**src/rtl/id_stage.sv**
```systemverilog
// MIPS R2000 decode stage: register file, branch/jump resolution, hazard stalls, ID/EX register.
// Optional ID_WB_BYPASS_EN: same-cycle WB write-through on reads instead of stalling on a pending write.
module id_stage #(
  parameter logic [31:0] EXC_VECTOR = 32'h8000_0180
) (
  input  logic        clk,
  input  logic        rst_n,
  input  logic [31:0] pc_in,
  input  logic [31:0] inst_in,
  input  logic        hold_id,
  input  logic        wb_we,
  input  logic [4:0]  wb_reg,
  input  logic [31:0] wb_data,
  input  logic        mem_is_load,
  input  logic [4:0]  mem_dst,
  output logic        hold_pc,
  output logic        hold_if,
  output logic        br,
  output logic [31:0] pc_branch,
  output logic        except,
  output logic        ex_valid,
  output logic [31:0] ex_pc,
  output logic [31:0] ex_rs_val,
  output logic [31:0] ex_rt_val,
  output logic [31:0] ex_imm,
  output logic [4:0]  ex_rs,
  output logic [4:0]  ex_rt,
  output logic [4:0]  ex_dst,
  output logic [3:0]  ex_alu_op,
  output logic        ex_alu_src,
  output logic        ex_mem_read,
  output logic        ex_mem_write,
  output logic        ex_reg_we
);
  localparam int unsigned XLEN = 32;
  localparam int unsigned RW   = 5;
  localparam int unsigned AW   = 4;
  localparam int unsigned NREG = 32;

  typedef enum logic [AW-1:0] {
    ALU_ADD = 4'd0, ALU_SUB = 4'd1, ALU_AND = 4'd2, ALU_OR  = 4'd3, ALU_XOR = 4'd4,
    ALU_NOR = 4'd5, ALU_SLT = 4'd6, ALU_SLL = 4'd7, ALU_SRL = 4'd8, ALU_LUI = 4'd9
  } alu_op_e;

  logic [XLEN-1:0] r_regs [NREG];

  logic [5:0]      w_op, w_funct;
  logic [RW-1:0]   w_rs, w_rt, w_rd, w_shamt, w_dst;
  logic [15:0]     w_imm16;
  logic [XLEN-1:0] w_simm, w_imm, w_rs_val, w_rt_val;
  alu_op_e         w_alu_op;
  logic w_legal, w_rtype, w_zext, w_shift, w_alu_src, w_mem_read, w_mem_write, w_writes;
  logic w_use_rs, w_use_rt, w_is_beq, w_is_bne, w_is_j, w_taken, w_branch;
  logic w_load_use, w_br_ex, w_br_mem, w_stall_wb, w_stall, w_block, w_bubble;
  logic w_unused;

  assign w_op    = inst_in[31:26];
  assign w_rs    = inst_in[25:21];
  assign w_rt    = inst_in[20:16];
  assign w_rd    = inst_in[15:11];
  assign w_shamt = inst_in[10:6];
  assign w_funct = inst_in[5:0];
  assign w_imm16 = inst_in[15:0];
  assign w_unused = ^EXC_VECTOR;

  // Instruction decode
  always_comb begin
    w_legal = 1'b0; w_rtype = 1'b0; w_zext = 1'b0; w_shift = 1'b0;
    w_alu_op = ALU_ADD; w_alu_src = 1'b0; w_mem_read = 1'b0; w_mem_write = 1'b0;
    w_writes = 1'b0; w_use_rs = 1'b0; w_use_rt = 1'b0;
    w_is_beq = 1'b0; w_is_bne = 1'b0; w_is_j = 1'b0;
    case (w_op)
      6'h00: begin
        w_rtype = 1'b1; w_legal = 1'b1; w_writes = 1'b1; w_use_rs = 1'b1; w_use_rt = 1'b1;
        case (w_funct)
          6'h20, 6'h21: w_alu_op = ALU_ADD;
          6'h22, 6'h23: w_alu_op = ALU_SUB;
          6'h24:        w_alu_op = ALU_AND;
          6'h25:        w_alu_op = ALU_OR;
          6'h26:        w_alu_op = ALU_XOR;
          6'h27:        w_alu_op = ALU_NOR;
          6'h2A:        w_alu_op = ALU_SLT;
          6'h00: begin w_alu_op = ALU_SLL; w_shift = 1'b1; w_use_rs = 1'b0; end
          6'h02: begin w_alu_op = ALU_SRL; w_shift = 1'b1; w_use_rs = 1'b0; end
          default: begin
            w_legal = 1'b0; w_writes = 1'b0; w_use_rs = 1'b0; w_use_rt = 1'b0;
          end
        endcase
      end
      6'h08, 6'h09: begin w_legal = 1'b1; w_alu_op = ALU_ADD; w_alu_src = 1'b1; w_writes = 1'b1; w_use_rs = 1'b1; end
      6'h0A: begin w_legal = 1'b1; w_alu_op = ALU_SLT; w_alu_src = 1'b1; w_writes = 1'b1; w_use_rs = 1'b1; end
      6'h0C: begin w_legal = 1'b1; w_alu_op = ALU_AND; w_alu_src = 1'b1; w_writes = 1'b1; w_use_rs = 1'b1; w_zext = 1'b1; end
      6'h0D: begin w_legal = 1'b1; w_alu_op = ALU_OR;  w_alu_src = 1'b1; w_writes = 1'b1; w_use_rs = 1'b1; w_zext = 1'b1; end
      6'h0E: begin w_legal = 1'b1; w_alu_op = ALU_XOR; w_alu_src = 1'b1; w_writes = 1'b1; w_use_rs = 1'b1; w_zext = 1'b1; end
      6'h0F: begin w_legal = 1'b1; w_alu_op = ALU_LUI; w_alu_src = 1'b1; w_writes = 1'b1; end
      6'h23: begin w_legal = 1'b1; w_alu_src = 1'b1; w_mem_read = 1'b1; w_writes = 1'b1; w_use_rs = 1'b1; end
      6'h2B: begin w_legal = 1'b1; w_alu_src = 1'b1; w_mem_write = 1'b1; w_use_rs = 1'b1; w_use_rt = 1'b1; end
      6'h04: begin w_legal = 1'b1; w_is_beq = 1'b1; w_use_rs = 1'b1; w_use_rt = 1'b1; end
      6'h05: begin w_legal = 1'b1; w_is_bne = 1'b1; w_use_rs = 1'b1; w_use_rt = 1'b1; end
      6'h02: begin w_legal = 1'b1; w_is_j = 1'b1; end
      default: ;
    endcase
  end

  assign w_simm = {{16{w_imm16[15]}}, w_imm16};
  assign w_imm  = w_shift ? XLEN'(w_shamt) : (w_zext ? XLEN'(w_imm16) : w_simm);
  assign w_dst  = w_rtype ? w_rd : w_rt;

  // Register read ports; $0 is never written so it always reads zero
`ifdef ID_WB_BYPASS_EN
  assign w_rs_val   = (wb_we && wb_reg != '0 && wb_reg == w_rs) ? wb_data : r_regs[w_rs];
  assign w_rt_val   = (wb_we && wb_reg != '0 && wb_reg == w_rt) ? wb_data : r_regs[w_rt];
  assign w_stall_wb = 1'b0;
`else
  assign w_rs_val   = r_regs[w_rs];
  assign w_rt_val   = r_regs[w_rt];
  assign w_stall_wb = wb_we && wb_reg != '0 &&
                      ((w_use_rs && wb_reg == w_rs) || (w_use_rt && wb_reg == w_rt));
`endif

  assign w_branch = w_is_beq | w_is_bne;
  assign w_taken  = (w_is_beq && w_rs_val == w_rt_val) || (w_is_bne && w_rs_val != w_rt_val) || w_is_j;
  assign pc_branch = w_is_j ? {pc_in[31:28], inst_in[25:0], 2'b00} : pc_in + {w_simm[29:0], 2'b00};

  // Hazards: load-use, and branch operands still in flight in EX or MEM
  assign w_load_use = ex_mem_read && ex_rt != '0 &&
                      ((w_use_rs && ex_rt == w_rs) || (w_use_rt && ex_rt == w_rt));
  assign w_br_ex    = w_branch && ex_reg_we && ex_dst != '0 && (ex_dst == w_rs || ex_dst == w_rt);
  assign w_br_mem   = w_branch && mem_is_load && mem_dst != '0 && (mem_dst == w_rs || mem_dst == w_rt);
  assign w_stall    = w_load_use | w_br_ex | w_br_mem | w_stall_wb;
  assign w_block    = w_stall | hold_id;
  assign w_bubble   = w_stall | ~w_legal | w_branch | w_is_j;

  assign hold_pc = rst_n & w_block;
  assign hold_if = rst_n & w_block;
  assign br      = rst_n & ~w_block & w_taken;
  assign except  = rst_n & ~w_block & ~w_legal;

  // Register file write from WB
  always_ff @(posedge clk or negedge rst_n) begin
    if (!rst_n) begin
      for (int i = 0; i < int'(NREG); i++) r_regs[i] <= '0;
    end else if (wb_we && wb_reg != '0) begin
      r_regs[wb_reg] <= wb_data;
    end
  end

  // ID/EX pipeline register
  always_ff @(posedge clk or negedge rst_n) begin
    if (!rst_n) begin
      ex_valid <= 1'b0; ex_pc <= '0; ex_rs_val <= '0; ex_rt_val <= '0; ex_imm <= '0;
      ex_rs <= '0; ex_rt <= '0; ex_dst <= '0; ex_alu_op <= '0; ex_alu_src <= 1'b0;
      ex_mem_read <= 1'b0; ex_mem_write <= 1'b0; ex_reg_we <= 1'b0;
    end else if (hold_id) begin
      ex_valid <= ex_valid;
    end else if (w_bubble) begin
      ex_valid <= 1'b0; ex_pc <= '0; ex_rs_val <= '0; ex_rt_val <= '0; ex_imm <= '0;
      ex_rs <= '0; ex_rt <= '0; ex_dst <= '0; ex_alu_op <= '0; ex_alu_src <= 1'b0;
      ex_mem_read <= 1'b0; ex_mem_write <= 1'b0; ex_reg_we <= 1'b0;
    end else begin
      ex_valid     <= 1'b1;
      ex_pc        <= pc_in;
      ex_rs_val    <= w_rs_val;
      ex_rt_val    <= w_rt_val;
      ex_imm       <= w_imm;
      ex_rs        <= w_rs;
      ex_rt        <= w_rt;
      ex_dst       <= w_dst;
      ex_alu_op    <= w_alu_op;
      ex_alu_src   <= w_alu_src;
      ex_mem_read  <= w_mem_read;
      ex_mem_write <= w_mem_write;
      ex_reg_we    <= w_writes && w_dst != '0;
    end
  end
endmodule
```
**config.mk**
```make
export PLATFORM = sky130hd
export DESIGN_NAME = id_stage
export DESIGN_NICKNAME = d
export VERILOG_FILES = /design/src/rtl/id_stage.sv
export SDC_FILE = /design/constraint.sdc
export NUM_CORES = 2
export LEC_CHECK = 0
export BUFFER_PORTS_ARGS = -buffer_cell sky130_fd_sc_hd__buf_2
export CAP_MARGIN = 30
export CORE_ASPECT_RATIO = 1.5
export CORE_UTILIZATION = 39
export CTS_CLUSTER_DIAMETER = 100
export DETAILED_ROUTE_END_ITERATION = 6
export GPL_TIMING_DRIVEN = 1
export SYNTH_ARGS = -nofsm -noshare
export SYNTH_HDL_FRONTEND = slang
export SYNTH_SLANG_ARGS = --single-unit
export TNS_END_PERCENT = 30
```
**constraint.sdc**
```tcl
create_clock -name clk -period 5.3 [get_ports clk]
set_clock_uncertainty 0.05 [all_clocks]
set_input_delay 0.795 -clock clk [delete_from_list [all_inputs] [get_ports clk]]
set_output_delay 0.795 -clock clk [all_outputs]
set_load 0.01 [all_outputs]
```
==> impl_metrics.tcl <==
set metrics [dict create \
    relSlewSlack_pct 25.2 \
    cts_buffers 113 \
    tightest_slew_ns 1.12 \
    gp_congestion 0.902 \
    totalPowerFinal_mw 26.0 \
    grt_util_met3_pct 4.50 \
    area_delta_synth_final_pct 17.3 \
    fin_crit_sh_pct 101 \
    fin_area_sq_um 73100 \
    coreArea_sq_um 159000 \
    multi_input_area_sq_um 31600 \
    dp.cells 7097 \
    setup_viol 1 \
    tns_ns -0.0433 \
    crit_fanout 14 \
    ys_seq_area_share_pct 46.6 \
    synth_edf_count 0 \
    fmax_mhz 187 \
    use_met1_pct 32.9 \
    hold_viol_final 0 \
    cts-root-buf "clkbuf_16" \
    die_h_microns 492 \
    finalNonFillerCells 7361 \
    die-width_microns 328 \
    vias_per_cell 6.23 \
    synth_flop_cell "dfrtp_1" \
    antenna_found_initial 25 \
    drive_above_1_share_pct 40.8 \
    drt_iter0_drc 3796 \
    crit_path_start_kind "input port" \
    timing.final.ws_setup_ns -0.0433 \
    violations "design-rule violations, negative setup slack" \
    ant_nets 0 \
    final_max_slew_viol_count 0 \
    die-area_sq_um 161000 \
    track_usage_pct 27.3 \
    hpwl_microns 147000 \
    post-route-drc-count 236 \
    avgSynthCellArea_sq_um 12.7 \
    grt_pass1_wl_microns 325000 \
    ys_types 67 \
    p_per_area_nw_per_um2 356 \
    ys_async_sr_fraction_pct 100 \
    grtUsageMet2_pct 45.8 \
    critPathKind "input port to primary output" \
    arrival_ns 4.50 \
    pin_count 299 \
    cts_max_path_buffers 3 \
    ys_warn_count 0 \
    dr.pass1.iters 7 \
    numPortBuffers 298 \
    busiest_layer "met2" \
    cap_violations 0 \
    whs_ns 0.196 \
    cts.htree.levels 3 \
    ys_ff_latch 1161 \
    layout.nets 5314 \
    crit_required_ns 4.45 \
    leakagePower_nw 33.6 \
    first_global_vias 46600 \
    clk_pin_slew_ns 0.07 \
    seqCellArea_sq_um 29100 \
    endpoint_kind "primary output" \
    synth_cells 4893 \
    wl_per_cell_microns 30.7 \
    initial_core_util_pct 39.3 \
    cts_tree "built" \
    overflow 0 \
    fillers 14300 \
    period_needed_ns 5.34 \
    peakVddDrop_mv 0.258 \
    clock_latency_ns 0.79 \
    drt_wl_total_microns 226000 \
    rows 179 \
    status "complete, but fails checks" \
    synth_area_sq_um 62300 \
    dpl_cell_area_sq_um 67700 \
    synth_nets 5034 \
    cts_sinks 1161 \
    hp-class "input port to flip-flop" \
    grt_max_degree 159 \
    via_count 45900 \
]
repair_timing:
action                     CTS  global route
buffers inserted            12            20
gates cloned                 2             8
hold buffers                 1             0
resized for setup           63            64
setup endpoints to repair    1             1
pin swaps                    5            23
hold endpoints to repair    71             0
state kept, by name, summed over array words and instances (netlist names):
signal and cells:
ex_alu_op 4, ex_alu_src 1, ex_dst 5, ex_imm 17, ex_mem_read 1, ex_mem_write 1, ex_pc 32, ex_reg_we 1
ex_rs 5, ex_rs_val 32, ex_rt 5, ex_rt_val 32, ex_valid 1, r_regs 1024
final cells by class:
cell class | count | share of cell area (%)
clock buffer | 147 | 4.33
sequential | 1161 | 39.8
antenna | 10 | 0.0343
clock inverter | 65 | 1.13
tap | 2081 | 3.56
inverter | 12 | 0.0617
multi-input combinational | 3197 | 43.2
timing repair buffer | 688 | 7.92
placed cells by master, fill, tap and decap left out, drive strengths merged, types with 11 or more instances in the layout:
cell,instances
dfrtp,1161
mux2,992
mux2i,774
buf,676
o22ai,257
clkbuf,156
mux4,128
a221oi,128
a22o,118
o21ai,112
nand3,82
nand2,80
nor4,72
a22oi,64
nor2,59
xnor2,58
a21oi,46
clkinv,37
xor2,31
ha,29
inv,17
nor3,16
bufinv,15
a21o,11
power breakdown:
part	total [mW]	internal, mW	switching (mW)
sequential	11.6	10.4	1.19
clock	8.78	4.97	3.81
combinational	5.65	2.94	2.71
total	26.0	18.3	7.71
synthesized netlist by cell type, types with 5 or more instances:
| cell type | n | area share, % |
|---|---|---|
| a31oi_1 | 7 | 0.070 |
| mux2i_1 | 774 | 12 |
| a22o_1 | 118 | 1.7 |
| or4_1 | 6 | 0.072 |
| nor3_1 | 15 | 0.12 |
| xor2_1 | 31 | 0.44 |
| nand2_1 | 80 | 0.48 |
| buf_6 | 40 | 0.72 |
| o31ai_1 | 5 | 0.060 |
| nand2b_1 | 9 | 0.090 |
| a221oi_1 | 128 | 1.8 |
| a22oi_1 | 64 | 0.77 |
| o22ai_1 | 257 | 2.6 |
| nor2b_1 | 6 | 0.060 |
| buf_2 | 107 | 0.86 |
| mux4_2 | 128 | 4.6 |
| mux2_2 | 992 | 18 |
| a21o_1 | 11 | 0.13 |
| nand4bb_1 | 6 | 0.11 |
| nor2_1 | 59 | 0.36 |
| a211oi_1 | 7 | 0.084 |
| a21boi_0 | 6 | 0.072 |
| o21bai_1 | 5 | 0.060 |
| or3_1 | 7 | 0.070 |
| nand4_1 | 10 | 0.10 |
| xnor2_1 | 58 | 0.82 |
| nand3_1 | 82 | 0.66 |
| or4b_1 | 6 | 0.096 |
| nor4_1 | 70 | 0.70 |
| buf_1 | 54 | 0.33 |
| buf_4 | 41 | 0.49 |
| ha_1 | 29 | 0.58 |
| inv_1 | 12 | 0.072 |
| a21oi_1 | 46 | 0.37 |
| clkbuf_1 | 279 | 1.7 |
| o21ai_0 | 111 | 0.89 |
| dfrtp_1 | 1161 | 47 |
| nand3b_1 | 7 | 0.084 |
worst max-delay path: stages:
cell and delay [ns]:
buf_4 0.18, buf_4 0.26, and2_4 0.40, buf_4 0.25, a221oi_1 0.13, a22oi_1 0.31, nand3_4 0.17, xnor2_2 0.18
buf_4 0.17, nand4_1 0.17, buf_4 0.24, nor4_4 0.39, buf_4 0.18, a211oi_1 0.05, or3_1 0.41, buf_2 0.17
metal layers:
layer / share of wire, % / wire, microns / vias to the layer above
met5: 0.028 / 63 / -
met3: 6.6 / 14900 / 613
met1: 38 / 87000 / 24000
met2: 49 / 110000 / 2010
met4: 6.2 / 13900 / 12
li1: - / - / 19200
stage by stage:
step / utilization (%) / setup WS [ns]
after detailed placement: 42.7 / -0.720
after CTS: 45.6 / 0.00305
after global placement: 42.7 / -0.796
after floorplan: - / 1.28
final: 46.1 / -0.0433
after global routing: 46.1 / -0.0311
cell families after synthesis:
family / count (synthesis) / synth area share, %
flops: 1161 / 46.6
fa+ha+maj: 30 / 0.615
buf+inv: 535 / 4.17
compound gates: 792 / 8.95
mux: 1894 / 35.0
simple gates: 392 / 3.39
xor+xnor: 89 / 1.25
worst paths after layout:
path                              startpoint       endpoint  slack [ns]  cells after the start
worst max-delay path             inst_in[20]             br       -0.04                     16
worst min-delay path               pc_in[14]      ex_pc[14]        0.20                      2
worst max register to register     ex_dst[0]  ex_rs_val[12]        1.77                      7
worst min register to register  r_regs[1022]   r_regs[1022]        0.35                      0
max in group asynchronous              rst_n    r_regs[155]        2.62                      4
min in group asynchronous              rst_n     ex_alu_src        0.56                      2
Power figures use the tool's default switching activity.
